==> src/rtl/pipe_adder_hs.sv <==
// Purpose : WIDTH-bit adder (a + b + ci) split into STAGES registered carry slices of SW = WIDTH/STAGES bits.
// Latency : STAGES cycles; a beat accepted at edge N is on out_valid/sum/co after edge N+STAGES-1; 1 beat/cycle.
// Backpr. : the whole pipe advances together; it stalls while out_valid & ~out_ready, and in_ready = ~out_valid | out_ready.
//
// Ports   : clk, rst (async, active-high)
//           in_valid/in_ready + a, b, ci : operand beat (unsigned operands)
//           out_valid/out_ready + sum, co : result beat, sum = (a+b+ci) mod 2^WIDTH, co = bit WIDTH
//           ovf : signed two's-complement overflow, present only when PIPE_ADDER_OVF_EN is defined
// Macro   : PIPE_ADDER_OVF_EN adds the ovf output and its pipeline register.
module pipe_adder_hs #(
    parameter int WIDTH  = 16,
    parameter int STAGES = 4
) (
    input  logic             clk,
    input  logic             rst,
    input  logic             in_valid,
    output logic             in_ready,
    input  logic [WIDTH-1:0] a,
    input  logic [WIDTH-1:0] b,
    input  logic             ci,
    output logic             out_valid,
    input  logic             out_ready,
    output logic [WIDTH-1:0] sum,
    output logic             co
`ifdef PIPE_ADDER_OVF_EN
    ,
    output logic             ovf
`endif
);

    localparam int SW = WIDTH / STAGES;

    generate
        if ((STAGES < 1) || (STAGES > WIDTH) || ((WIDTH % STAGES) != 0)) begin : g_bad_params
            $error("pipe_adder_hs: WIDTH must be a non-zero multiple of STAGES");
        end
    endgenerate

    // Per-stage pipeline registers. Stage k holds the sum bits of slices 0..k,
    // the carry out of slice k and the operands for the slices still to be added.
    logic [STAGES-1:0]            r_vld;
    logic [STAGES-1:0]            r_cy;
    logic [STAGES-1:0][WIDTH-1:0] r_a;
    logic [STAGES-1:0][WIDTH-1:0] r_b;
    logic [STAGES-1:0][WIDTH-1:0] r_sum;

    // Stage input chains: index 0 is the block input, index k+1 is stage k's register.
    // Building them this way keeps every stage's input selection uniform (also for STAGES=1).
    logic [STAGES:0]              w_cv;
    logic [STAGES:0]              w_cc;
    logic [STAGES:0][WIDTH-1:0]   w_ca;
    logic [STAGES:0][WIDTH-1:0]   w_cb;
    logic [STAGES:0][WIDTH-1:0]   w_cs;

    // Per-stage next values
    logic [STAGES-1:0][SW:0]      w_slc;
    logic [STAGES-1:0][WIDTH-1:0] w_sn;
    logic [STAGES-1:0]            w_cn;

    logic                         w_adv;
    logic                         w_unused_top;

    // Single global advance: every stage moves or every stage holds.
    assign w_adv    = ~out_valid | out_ready;
    assign in_ready = w_adv;

    assign w_cv = {r_vld, in_valid};
    assign w_cc = {r_cy,  ci};
    assign w_ca = {r_a,   a};
    assign w_cb = {r_b,   b};
    assign w_cs = {r_sum, {WIDTH{1'b0}}};

    // The top of each chain is the last stage's own register; only its sum/carry/valid
    // leave the block (directly below), so this entry is not consumed by another stage.
    assign w_unused_top = ^{w_ca[STAGES], w_cb[STAGES], w_cs[STAGES], w_cv[STAGES], w_cc[STAGES]};

    // Slice adders: stage k adds slice k of its delayed operands plus the carry of stage k-1.
    always_comb begin
        w_slc = '0;
        w_sn  = '0;
        w_cn  = '0;
        for (int k = 0; k < STAGES; k++) begin
            w_slc[k] = {1'b0, w_ca[k][k*SW +: SW]}
                     + {1'b0, w_cb[k][k*SW +: SW]}
                     + {{SW{1'b0}}, w_cc[k]};
            w_sn[k]  = w_cs[k];
            w_sn[k][k*SW +: SW] = w_slc[k][SW-1:0];
            w_cn[k]  = w_slc[k][SW];
        end
    end

    // Operands travel whole; each stage reads only the slice it owns, so the
    // slices above k arrive at later stages unchanged.
    always_ff @(posedge clk or posedge rst) begin
        if (rst) begin
            r_vld <= '0;
            r_cy  <= '0;
            r_a   <= '0;
            r_b   <= '0;
            r_sum <= '0;
        end else if (w_adv) begin
            r_vld <= w_cv[STAGES-1:0];
            r_cy  <= w_cn;
            r_a   <= w_ca[STAGES-1:0];
            r_b   <= w_cb[STAGES-1:0];
            r_sum <= w_sn;
        end
    end

    assign out_valid = r_vld[STAGES-1];
    assign sum       = r_sum[STAGES-1];
    assign co        = r_cy[STAGES-1];

`ifdef PIPE_ADDER_OVF_EN
    logic r_ovf;
    logic w_ovf_n;

    // Carry into the MSB is recovered as a^b^sum at the MSB; XOR with the carry out.
    assign w_ovf_n = w_ca[STAGES-1][WIDTH-1] ^ w_cb[STAGES-1][WIDTH-1]
                   ^ w_slc[STAGES-1][SW-1]   ^ w_slc[STAGES-1][SW];

    always_ff @(posedge clk or posedge rst) begin
        if (rst) begin
            r_ovf <= 1'b0;
        end else if (w_adv) begin
            r_ovf <= w_ovf_n;
        end
    end

    assign ovf = r_ovf;
`endif

endmodule

==> config.mk <==
export PLATFORM = sky130hd
export DESIGN_NAME = pipe_adder_hs
export DESIGN_NICKNAME = d
export VERILOG_FILES = /design/src/rtl/pipe_adder_hs.sv
export SDC_FILE = /design/constraint.sdc
export NUM_CORES = 1
export LEC_CHECK = 0
export ABC_AREA = 1
export CAP_MARGIN = 30
export CORE_ASPECT_RATIO = 0.9
export CORE_UTILIZATION = 56
export DETAILED_ROUTE_END_ITERATION = 10
export PLACE_DENSITY = 0.8
export SYNTH_ARGS = -nofsm -noshare
export SYNTH_HDL_FRONTEND = slang
export SYNTH_SLANG_ARGS = --single-unit
==> constraint.sdc <==
create_clock -name clk -period 4.24 [get_ports clk]
set_input_delay 0.424 -clock clk [delete_from_list [all_inputs] [get_ports clk]]
set_output_delay 0.424 -clock clk [all_outputs]
set_load 0.01 [all_outputs]
* Word-level counts from Yosys, hierarchy flattened
Cells that the tools add are included.
Storage, ports and cells: bits in registers 144, word-level logic and storage cells 22
Cells by class: bitwise operators 2, $add $sub $neg 8
Operators with widths (count):
- 4-bit by 4-bit adder with 5-bit output | 4
- 5-bit by 1-bit adder with 5-bit output | 4
- 1-bit inverter | 1
- 1-bit bitwise OR | 1

* Depth between registers and ports, before layout
depth after elaboration 2, depth in mapped cells 8

* Worst setup path after synthesis
OpenSTA, ideal clock, no wires.
path kind register to register, start register r_cy[2], end register r_cy[3], period minus slack after synthesis 1.637 ns, slack 2.603 ns, cell stages (with the launch flop) 7, arrival 1.512 ns, path through dfrtp_1 > fa_1 > fa_1 > nand2_1 > inv_1 > o21ai_0 > a21oi_1
Between the ends: longest elaborated chain between the ends 1
RTL lines:
- start: declaration | RTL line 42 | logic [STAGES-1:0] r_cy;
- start signal: assignment | RTL line 103 | r_cy <= w_cn;
- 5-bit by 1-bit adder with 5-bit output | RTL line 85 | + {{SW{1'b0}}, w_cc[k]};
Every way passes these cells. A chain may end at the register's enable or synchronous reset.

* Final worst setup path
start input port out_ready, end output port in_ready
Between the ends: longest elaborated chain between the ends 1
RTL lines:
- start: declaration | RTL line 22 | input logic out_ready,
- 1-bit bitwise OR | RTL line 64 | assign w_adv = ~out_valid | out_ready;
- end: declaration | RTL line 17 | output logic in_ready,
Every way passes these cells.

==> run_results.csv <==
group,metric,value,unit
pwr,ir_drop,0.293,mV
clock_network,clock_latency,360,ps
placed_design,hpwl,4850,um
critical_path,r2r-start,"r_cy[2]$_DFFE_PP0P_",
flow_run,maxCapViolCount,0,
clock_network,cts_root_buffer,"clkbuf_8",
yosys,yosysWarnings,0,
clock_network,clock_sinks,96,
finish,antennaDiodeCount,0,
floorplan,pin_count,56,
clock_network,hold_buffers,0,
placed_design,portBuffers,55,
floorplan,die_area,0.00796,mm2
sta,finalSetupTns,0,ps
clock_network,h-tree-depth,3,
sta,hold_viol,0,
sta,period_minus_slack,2030,ps
hold_path,worstHoldPathCells,2,
yosys,syn_area,0.00426,mm2
floorplan,fp.dieW,93.9,um
sta,finalMaxSlewViolations,0,
sta,max_clock_freq,0.492,GHz
grt,gr-total-overflow,0,
critical_path,crit_type,"in2out",
yosys,ys_ff_latch,96,
critical_path,cp-end-kind,"output pin",
clock_network,clockBufferDepth,2,
grt,grt_usage,20.7,%
critical_path,r2r_slack,2450,ps
route,drt_iter0_drc,197,
route,routed_wl,7360,um
route,vias,3001,
placed_design,gp_congestion,0.821,
sta,setup_viol,0,
grt,grt_pass1_wl,12800,um
floorplan,num_rows,29,
route,drc,0,
floorplan,design.core.area,0.00718,mm2
yosys,synthCells,477,
grt,grt_max_degree,97,
finish,drive_gt1_share,4.47,%
clock_network,cts_setup_buffers,0,
critical_path,critPathLaunchType,"input pin",
clock_network,tritoncts,"done",
yosys,yosysUniqueCellTypes,17,
sta,worst_slack,2210,ps
critical_path,required,3820,ps
floorplan,initial_core_util,59.3,%
sta,maxSlewHeadroom,42.6,%
placed_design,dp_slack,2050,ps
pwr,powerDensity,669,mW/mm2
yosys,yosysSeqAreaShare,56.4,%
clock_network,cts_resized,0,
finish,mostFrequentLayoutCells,"nand2_1, dfrtp_1, clkdlybuf4s50_1",
finish,area_growth,15.0,%
grt,antenna_found_initial,0,
finish,layout_commonest_cell,"nand2_1",
finish,nets,567,
floorplan,die_h,84.7,um
grt,grt_pass1_vias,2942,
sta,finalCritPeriodShare,47.9,%
sta,tightest_slew,861,ps
critical_path,r2r_cells,6,
critical_path,crit_arrival,1610,ps
clock_network,clkTransAtPathRegs,80,ps
hold_path,hp-class,"reg2reg",
route,via_per_inst,4.94,
run_status,status,"complete, no violations",
hold_path,min_to,"sum[11]$_DFFE_PP0P_",
hold_path,hp-start,"r_sum[43]$_DFFE_PP0P_",
yosys,synthesis.nets,534,
critical_path,path_max_fanout,2,
sta,worst_clock_skew,7.03,ps
sta,rsz0062_at_grt,"false",
critical_path,r2r_end,"r_cy[3]$_DFFE_PP0P_",
yosys,avgSynthCellArea,8.93,um2
clock_network,numCtsBuffers,9,
pwr,leakage,2.49,nW
route,dr.pass1.iters,4,
route,ant_nets,0,
route,post_drt_wl_per_cell,12.1,um
routing by layer:
| metal | global-route usage, % | share of wire, % | up-vias |
|---|---|---|---|
| li1 | - | - | 1512 |
| met1 | 28.4 | 49 | 1430 |
| met2 | 33.6 | 46 | 53 |
| met3 | 3.26 | 4.0 | 6 |
| met4 | 7.55 | 1.1 | 0 |
| met5 | 0 | 0 | - |
layout make-up:
class	count	area, um2
multi-input cells	300	1460
flip-flops and latches	96	2400
fillers	597	2290
well taps	93	116
repair buffers	58	573
inverters	45	171
clock inverters	5	33.8
clock buffers	10	138
worst max-delay path, cell delays in order:
cell	delay, ps
clkdlybuf4s50_1	510
nor2_4	50
inv_2	40
clkdlybuf4s50_1	580
stage by stage:
stage / total power, mW / cell area, um2 / std cells / hold slack [ps] / util (%)
finish: 3.27 / 4900 / 607 / 473 / 68.2
global placement: 2.69 / 4730 / 592 / 430 / 65.8
floorplan: 2.43 / 4260 / 477 / 420 / -
CTS: 3.30 / 4900 / 607 / 478 / 68.2
global route: 3.56 / 4900 / 607 / 497 / 68.2
detailed placement: 2.77 / 4730 / 592 / 455 / 65.8
report_power, final:
group	switching, mW	internal (mW)
logic	0.689	0.534
clock network	0.304	0.225
registers	0.212	1.31
total	1.21	2.07
cell families after synthesis:
logic type                 count (synthesis)  synth area share, %
adders and majority gates                 20                 7.29
buffers and inverters                     81                 9.20
DFF                                       96                 56.4
AOI/OAI and AO/OA                         56                 6.64
and+or+nand+nor                          224                 20.5
registers in the layout, summed over array words and instances, names as in the netlist:
name,count
r_cy,4
sum,16
r_a,24
r_vld,4
r_sum,24
r_b,24
worst max path at each step:
| stage | endpoint | slack [ps] | cells after the start | startpoint |
|---|---|---|---|---|
| floorplan | r_a[10]$_DFFE_PP0P_ | 1310 | 1 | rst |
| global placement | r_sum[2]$_DFFE_PP0P_ | 2100 | 7 | a[0] |
| detailed placement | r_sum[2]$_DFFE_PP0P_ | 2050 | 7 | a[0] |
| CTS | in_ready | 2200 | 4 | out_ready |
| global route | in_ready | 2190 | 4 | out_ready |
| finish | in_ready | 2210 | 4 | out_ready |
Yosys cell counts:
library cell / count / area, um2
clkbuf_1: 7 / 26.3
a21oi_1: 6 / 30.0
inv_2: 1 / 3.75
o21ai_0: 49 / 245
nor2_1: 12 / 45.0
nand3_1: 14 / 70.1
ha_1: 12 / 150
or2_2: 2 / 12.5
dfrtp_1: 96 / 2400
nor2_4: 1 / 11.3
inv_1: 44 / 165
buf_2: 10 / 50.1
o31ai_1: 1 / 7.51
nand2_1: 195 / 732
fa_1: 8 / 160
buf_4: 18 / 135
buf_6: 1 / 11.3
Power figures use the tool's default switching activity.
